File: config.mk
export PLATFORM = sky130hd
export DESIGN_NAME = tone_mixer_flat
export DESIGN_NICKNAME = d
export VERILOG_FILES = /design/src/rtl/tone_mixer_pkg.sv /design/src/rtl/tone_mixer_if.sv /design/src/rtl/tone_channel.sv /design/src/rtl/tone_mixer.sv /design/src/flat_wrapper.sv
export SDC_FILE = /design/constraint.sdc
export NUM_CORES = 1
export LEC_CHECK = 0
export ABC_AREA = 1
export ABC_CLOCK_PERIOD_IN_PS = 12900
export CORE_MARGIN = 3
export CORE_UTILIZATION = 67
export CTS_CLUSTER_DIAMETER = 100
export DETAILED_ROUTE_END_ITERATION = 12
export MAX_ROUTING_LAYER = met4
export PLACE_DENSITY = 0.87
export SLEW_MARGIN = 10
export SYNTH_ARGS = -nofsm -noshare
export SYNTH_HDL_FRONTEND = slang
export SYNTH_HIERARCHICAL = 1
export SYNTH_SLANG_ARGS = --single-unit
File: constraint.sdc
create_clock -name clk -period 12.9 [get_ports clk]
set_input_delay 2.58 -clock clk [delete_from_list [all_inputs] [get_ports clk]]
set_output_delay 2.58 -clock clk [all_outputs]
set_load 0.01 [all_outputs]
File: src/rtl/tone_mixer_pkg.sv
`default_nettype none
// ============================================================================
//  Module   : tone_mixer_pkg
//  Purpose  : Shared mode encodings and the sample saturation helper for the
//             tone generator / mixer datapath.
//  Revision : 1.0  initial release
// ============================================================================
package tone_mixer_pkg;

    // Waveform selection per channel
    localparam logic [1:0] MODE_SQUARE = 2'b00;
    localparam logic [1:0] MODE_PULSE  = 2'b01;
    localparam logic [1:0] MODE_INV    = 2'b10;
    localparam logic [1:0] MODE_OFF    = 2'b11;

    // Working width of the saturation helper; callers zero-extend into it
    localparam int SAT_W = 64;

    // Clamp an unsigned sum to the largest value representable in out_w bits
    function automatic logic [SAT_W-1:0] saturate(input logic [SAT_W-1:0] sum,
                                                  input int               out_w);
        logic [SAT_W-1:0] max_val;
        max_val = (64'd1 << out_w) - 64'd1;
        return (sum > max_val) ? max_val : sum;
    endfunction

endpackage
`default_nettype wire

File: src/rtl/tone_mixer_if.sv
`default_nettype none
// ============================================================================
//  Module   : tone_mixer_if
//  Purpose  : Configuration bus plus the valid/ready sample stream of the
//             tone mixer. The master is the controller / downstream side, the
//             slave is the mixer itself.
//  Revision : 1.0  initial release
// ============================================================================
interface tone_mixer_if #(
    parameter int CHANNELS = 4,
    parameter int PERIOD_W = 21,
    parameter int VOL_W    = 16,
    parameter int OUT_W    = 16,
    parameter int CH_W     = (CHANNELS > 1) ? $clog2(CHANNELS) : 1
);
    logic                cfg_we;
    logic [CH_W-1:0]     cfg_ch;
    logic [PERIOD_W-1:0] cfg_half_period;
    logic [VOL_W-1:0]    cfg_volume;
    logic [1:0]          cfg_mode;
    logic [OUT_W-1:0]    sample;
    logic                sample_valid;
    logic                sample_ready;

    modport master (
        output cfg_we, cfg_ch, cfg_half_period, cfg_volume, cfg_mode, sample_ready,
        input  sample, sample_valid
    );

    modport slave (
        input  cfg_we, cfg_ch, cfg_half_period, cfg_volume, cfg_mode, sample_ready,
        output sample, sample_valid
    );
endinterface
`default_nettype wire

File: src/rtl/tone_channel.sv
`default_nettype none
// ============================================================================
//  Module   : tone_channel
//  Purpose  : One tone voice: half-period counter, level flop, config
//             registers and the waveform/volume output mux.
//  Revision : 1.0  initial release
// ============================================================================
module tone_channel
    import tone_mixer_pkg::*;
#(
    parameter int PERIOD_W = 21,
    parameter int VOL_W    = 16
) (
    input  wire logic                clk,
    input  wire logic                rst,
    input  wire logic                i_enable,
    input  wire logic                i_cfg_wr,
    input  wire logic [PERIOD_W-1:0] i_cfg_half_period,
    input  wire logic [VOL_W-1:0]    i_cfg_volume,
    input  wire logic [1:0]          i_cfg_mode,
    output logic      [VOL_W-1:0]    o_ch_out
);

    logic [PERIOD_W-1:0] half_period_q, half_period_d;
    logic [VOL_W-1:0]    volume_q,      volume_d;
    logic [1:0]          mode_q,        mode_d;
    logic [PERIOD_W-1:0] counter_q,     counter_d;
    logic                level_q,       level_d;
    // Registered enable so that enable changes reach the output on the next edge
    logic                en_q,          en_d;

    logic                w_pulse_win;
    logic                w_on;

    // Next-state: a config write restarts the phase and wins over counting
    always_comb begin
        half_period_d = half_period_q;
        volume_d      = volume_q;
        mode_d        = mode_q;
        counter_d     = counter_q;
        level_d       = level_q;
        en_d          = i_enable;
        if (i_cfg_wr) begin
            half_period_d = i_cfg_half_period;
            volume_d      = i_cfg_volume;
            mode_d        = i_cfg_mode;
            counter_d     = '0;
            level_d       = 1'b0;
        end else if (!i_enable) begin
            counter_d = '0;
            level_d   = 1'b0;
        end else if (counter_q >= half_period_q) begin
            counter_d = '0;
            level_d   = ~level_q;
        end else begin
            counter_d = counter_q + 1'b1;
        end
    end

    // Channel state registers
    always_ff @(posedge clk or posedge rst) begin
        if (rst) begin
            half_period_q <= '0;
            volume_q      <= '0;
            mode_q        <= MODE_SQUARE;
            counter_q     <= '0;
            level_q       <= 1'b0;
            en_q          <= 1'b0;
        end else begin
            half_period_q <= half_period_d;
            volume_q      <= volume_d;
            mode_q        <= mode_d;
            counter_q     <= counter_d;
            level_q       <= level_d;
            en_q          <= en_d;
        end
    end

    // Waveform select from registered state; pulse is the first half of the high phase
    always_comb begin
        w_pulse_win = (counter_q <= (half_period_q >> 1));
        case (mode_q)
            MODE_SQUARE: w_on = level_q;
            MODE_PULSE:  w_on = level_q && w_pulse_win;
            MODE_INV:    w_on = !level_q;
            default:     w_on = 1'b0;
        endcase
        o_ch_out = (en_q && w_on) ? volume_q : '0;
    end

endmodule
`default_nettype wire

File: src/rtl/tone_mixer.sv
`default_nettype none
// ============================================================================
//  Module   : tone_mixer
//  Purpose  : CHANNELS tone voices summed with saturation into one sample,
//             latched on sample_tick and offered on a valid/ready stream with
//             sticky overrun detection.
//  Revision : 1.0  initial release
// ============================================================================
module tone_mixer
    import tone_mixer_pkg::*;
#(
    parameter int CHANNELS = 4,
    parameter int PERIOD_W = 21,
    parameter int VOL_W    = 16,
    parameter int OUT_W    = 16
) (
    input  wire logic                clk,
    input  wire logic                rst,
    input  wire logic [CHANNELS-1:0] enable,
    input  wire logic                sample_tick,
    output logic                     overrun,
    tone_mixer_if.slave              bus
);

    localparam int CH_W  = (CHANNELS > 1) ? $clog2(CHANNELS) : 1;
    localparam int SUM_W = VOL_W + $clog2(CHANNELS) + 1;

    logic [VOL_W-1:0] w_ch_out [CHANNELS];
    logic [SUM_W-1:0] w_sum;
    logic [OUT_W-1:0] w_sat;

    logic [OUT_W-1:0] sample_q,  sample_d;
    logic             valid_q,   valid_d;
    logic             overrun_q, overrun_d;

    for (genvar i = 0; i < CHANNELS; i++) begin : g_channel
        // Equality against a real channel index also rejects out-of-range cfg_ch
        logic w_wr;
        assign w_wr = bus.cfg_we && (32'(bus.cfg_ch) == i);

        tone_channel #(
            .PERIOD_W (PERIOD_W),
            .VOL_W    (VOL_W)
        ) u_channel (
            .clk               (clk),
            .rst               (rst),
            .i_enable          (enable[i]),
            .i_cfg_wr          (w_wr),
            .i_cfg_half_period (bus.cfg_half_period),
            .i_cfg_volume      (bus.cfg_volume),
            .i_cfg_mode        (bus.cfg_mode),
            .o_ch_out          (w_ch_out[i])
        );
    end

    // Full-width sum of all voices, then clamp to the output range
    always_comb begin
        w_sum = '0;
        for (int i = 0; i < CHANNELS; i++) begin
            w_sum = w_sum + SUM_W'(w_ch_out[i]);
        end
        w_sat = OUT_W'(saturate(SAT_W'(w_sum), OUT_W));
    end

    // Sample handshake: a tick always loads; overrun only if the old sample was not taken
    always_comb begin
        sample_d  = sample_q;
        valid_d   = valid_q;
        overrun_d = overrun_q;
        if (sample_tick) begin
            sample_d = w_sat;
            valid_d  = 1'b1;
            if (valid_q && !bus.sample_ready) begin
                overrun_d = 1'b1;
            end
        end else if (valid_q && bus.sample_ready) begin
            valid_d = 1'b0;
        end
    end

    // Output registers
    always_ff @(posedge clk or posedge rst) begin
        if (rst) begin
            sample_q  <= '0;
            valid_q   <= 1'b0;
            overrun_q <= 1'b0;
        end else begin
            sample_q  <= sample_d;
            valid_q   <= valid_d;
            overrun_q <= overrun_d;
        end
    end

    assign bus.sample       = sample_q;
    assign bus.sample_valid = valid_q;
    assign overrun          = overrun_q;

    // Unused when CHANNELS is a power of two, kept for clarity of the decode width
    localparam int c_ch_w_unused = CH_W;

endmodule
`default_nettype wire

File: src/flat_wrapper.sv
// flat-port wrapper written by rule: the top's interface ports become plain ports
module tone_mixer_flat import tone_mixer_pkg::*;
#(
    parameter int CHANNELS = 4,
    parameter int PERIOD_W = 21,
    parameter int VOL_W    = 16,
    parameter int OUT_W    = 16
)
  (clk, rst, enable, sample_tick, overrun, bus_cfg_we, bus_cfg_ch, bus_cfg_half_period, bus_cfg_volume, bus_cfg_mode, bus_sample_ready, bus_sample, bus_sample_valid);
  tone_mixer_if #(.CHANNELS(CHANNELS), .PERIOD_W(PERIOD_W), .VOL_W(VOL_W), .OUT_W(OUT_W)) bus_i ();
  input  wire logic clk;
  input  wire logic rst;
  input  wire logic [CHANNELS-1:0] enable;
  input  wire logic sample_tick;
  output logic overrun;
  input wire logic [$bits(bus_i.cfg_we)-1:0] bus_cfg_we;
  input wire logic [$bits(bus_i.cfg_ch)-1:0] bus_cfg_ch;
  input wire logic [$bits(bus_i.cfg_half_period)-1:0] bus_cfg_half_period;
  input wire logic [$bits(bus_i.cfg_volume)-1:0] bus_cfg_volume;
  input wire logic [$bits(bus_i.cfg_mode)-1:0] bus_cfg_mode;
  input wire logic [$bits(bus_i.sample_ready)-1:0] bus_sample_ready;
  output wire logic [$bits(bus_i.sample)-1:0] bus_sample;
  output wire logic [$bits(bus_i.sample_valid)-1:0] bus_sample_valid;
  assign bus_i.cfg_we = bus_cfg_we;
  assign bus_i.cfg_ch = bus_cfg_ch;
  assign bus_i.cfg_half_period = bus_cfg_half_period;
  assign bus_i.cfg_volume = bus_cfg_volume;
  assign bus_i.cfg_mode = bus_cfg_mode;
  assign bus_i.sample_ready = bus_sample_ready;
  assign bus_sample = bus_i.sample;
  assign bus_sample_valid = bus_i.sample_valid;
  tone_mixer #(.CHANNELS(CHANNELS), .PERIOD_W(PERIOD_W), .VOL_W(VOL_W), .OUT_W(OUT_W)) u_core (.clk(clk), .rst(rst), .enable(enable), .sample_tick(sample_tick), .overrun(overrun), .bus(bus_i));
endmodule
==> metrics.txt <==
worst reg2reg setup slack 8000 ps; synth top area cells dfrtp_1, ha_1, nand2_1, inv_1, nor2_1; worst relative slew slack 31.22%; port buffer count 67; RSZ-0062 raised after global routing no; static leakage a little over 10 nW; crit path capture type register; initial antenna violation count 0; post-CTS setup buffers 0; sequential power share between 30% and 40%; hold buffers post-CTS 0; Final nets about 2600; core area between 20000 and 30000 um2; HP Class reg2reg; finished layout cell area 19490 um2; slowest stage cell on the critical path fa_1; post_cts resized 0; vias per cell approximately 5.6; Initial Utilization between 60% and 70%; Critical Path Most Common Cell nand2_1; setup violators final 0; Critical R2R Capture u_core/bus.sample[4]$_DFFE_PP0P_; H-tree levels 1; worst r2r path cells 27; first-pass GRT wire length just over 70000 um; Setup Skew 11.37 ps; Async SR Flop Fraction 100.0%; Hold Crit Depth 2; kind of critical path reg2reg; Post-DP Area between 15000 and 20000 um2; Critical Path Max Stage Delay approximately 510 ps; DP Wirelength ~32000 um; fill count roughly 1800; Mapped Area between 15000 and 20000 um2; HP Start u_core/g_channel[3].u_channel/mode_q[0]$_DFFE_PP0P_; vias in the first global route 15020; hold endpoint u_core/g_channel[3].u_channel/mode_q[0]$_DFFE_PP0P_; fin. max-slew vios 0; post-route minimum period approximately 4900 ps; clock network power share 35.5%; Clk pin slew, worst setup/hold paths ~60 ps; area grow syn2layout 11.26%; MaxCap Viol Count 0; Die Width 167.7 um; Worst Tran Pin Value ~1000 ps; GR Overflow Total 0; Synth Register Bits 266; internal power approximately 1.7 mW; Worst setup SP type register; post-synth cell types 46; Final TNS setup 0 ps; drt first pass iters 9; gpl congestion between 0.9 and 1; Psw approximately 800 uW; most common cell in the synthesized netlist nand2_1; area leader, netlist dfrtp_1; Routed Antenna Nets 0; synth warn 6; Clock Tree Root clkbuf_16; Max clock buf depth 3; CTS tree done; r2r startpoint u_core/g_channel[2].u_channel/counter_q[18]$_DFF_PP0_; VDD IR-drop max approximately 130 uV; critical path data arrival time 5380 ps; final hold violations 0; vias between 10000 and 15000; Top Ports just under 70; Die Y roughly 170 um; syn_nets between 2000 and 3000; Starting DRT DRC Count roughly 1100; outcome finished, final reports clean; final worst-path cycle share 37.99%; GRT Total Usage approximately a third; # rows 58; DRC 0; Avg Cell Area, Syn roughly 7.7 um2; EDFF count, synth 0; sequential fraction of the synthesis area approximately 38%; Die ar. approximately 28000 um2; CTS sink count 266; Sw Ratio about a third; ys flop type dfrtp_1; fmax approximately 200 MHz; Critical Path Fanout Max 16; # diodes 0; top cells by count, synth nand2_1, inv_1, nor2_1, dfrtp_1, ha_1; Num CTS Buffers 29; non-filler cells, final 2672; Critical Path RT ~13000 ps; dpl cells around 2600; top cell type's share of synthesized area between 30% and 40%; Routed WL 43800 um; Final Util approximately 77%; share of layout cells above drive strength 1 5.892%; Clock Latency Late Sink between 500 and 600 ps; logic gate share of total power roughly 25%; Syn Inst Count 2262; power per cell area around 130 nW/um2; Wirelength per Cell about 16 um; pin count of the biggest net entering global routing 80
-- registers in the layout (all words and copies together) (netlist names) --
register and cells:
u_core/g_channel.u_channel/half_period_q 84, u_core/g_channel.u_channel/volume_q 64, u_core/g_channel.u_channel/mode_q 8, u_core/g_channel.u_channel/en_q 4, u_core/bus.sample 16, u_core/bus.sample_valid 1
u_core/g_channel.u_channel/level_q 4, u_core/overrun 1, u_core/g_channel.u_channel/counter_q 84
-- cell families (layout without fill, tap and decap cells) --
group / Yosys count / count (layout) / synth area share (%)
compound gates: 269 / 269 / 8.162
xor+xnor: 40 / 40 / 1.999
fa+ha+maj: 217 / 217 / 16.87
buf+inv: 468 / 548 / 10.23
flops: 266 / 266 / 37.99
simple gates: 1002 / 1002 / 24.76
-- layout make-up --
class | instances | area, um2 | area share [%]
sequential | 266 | 6656 | 34.14
multi-input combinational | 1528 | 9094 | 46.65
inverter | 420 | 1577 | 8.087
clock buffer | 36 | 802.0 | 4.114
clock inverter | 17 | 222.7 | 1.142
timing repair buffer | 75 | 730.7 | 3.748
tap | 330 | 412.9 | 2.118
-- worst max path at each step --
stage / depth (start not counted) / endpoint / startpoint / slack, ps
floorplan: 1 / u_core/g_channel[0].u_channel/counter_q[0]$_DFF_PP0_ / rst / 8780
global placement: 10 / u_core/g_channel[3].u_channel/level_q$_DFFE_PP0P_ / bus_cfg_ch[1] / 8060
detailed placement: 9 / u_core/g_channel[3].u_channel/counter_q[14]$_DFF_PP0_ / bus_cfg_ch[1] / 7950
CTS: 27 / u_core/bus.sample[3]$_DFFE_PP0P_ / u_core/g_channel[2].u_channel/counter_q[18]$_DFF_PP0_ / 8050
global route: 27 / u_core/bus.sample[13]$_DFFE_PP0P_ / u_core/g_channel[2].u_channel/counter_q[19]$_DFF_PP0_ / 7600
finish: 27 / u_core/bus.sample[4]$_DFFE_PP0P_ / u_core/g_channel[2].u_channel/counter_q[18]$_DFF_PP0_ / 8000
-- layout by cell type, fill, tap and decap left out, types with 4 or more instances in the layout --
cell type        instances
nor2_1                 267
clkdlybuf4s50_1         67
o21a_1                   4
nand4_1                 36
o21ai_0                163
or2_1                    4
o211ai_1                 4
nand3_1                 83
a21oi_1                 74
inv_1                  410
a31oi_1                  4
nand3_2                  6
inv_2                   10
fa_1                    32
nand2_1                507
nor2_2                  15
buf_4                    8
xnor2_1                 12
nand2_2                 15
clkbuf_16               29
ha_1                   185
dfrtp_1                266
nor2_4                   6
clkbuf_8                 5
nor3_1                  36
xor2_1                  28
nor3_2                   8
bufinv_16                5
a21o_1                   8
clkinv_2                 8
-- critical path: cells and delay by family (launching register included) --
kind                       cells  cell delay, ps
buffers and inverters          4             280
and+or+nand+nor               17            2070
adders and majority gates      5            1920
AOI/OAI and AO/OA              1              80
DFF                            1             440
-- routing by layer --
| layer | global-route usage, % | share of wire [%] | wire length (um) |
|---|---|---|---|
| met3 | 3.352 | 5.5 | 2389 |
| met5 | - | 0 | 0 |
| met2 | 53.47 | 48 | 21150 |
| met4 | 14.80 | 5.2 | 2272 |
| met1 | 39.81 | 41 | 17990 |
-- through the flow --
step	hold slack, ps	power [mW]	setup slack, ps
after floorplan	442.2	1.398	8779
after global placement	446.3	1.563	8061
after detailed placement	464.4	1.603	7950
after CTS	478.7	2.492	8052
after global routing	506.5	2.624	7597
final	479.8	2.486	8000
-- power by group through the flow --
stage / Clock (mW) / Combinational [mW] / Sequential (mW)
after global placement: 0 / 0.568 / 0.996
after detailed placement: 0 / 0.602 / 1.00
after CTS: 0.894 / 0.610 / 0.988
final: 0.883 / 0.614 / 0.988
after global routing: 0.930 / 0.695 / 0.998
after floorplan: 0 / 0.399 / 0.999
Power figures use the tool's default switching activity.
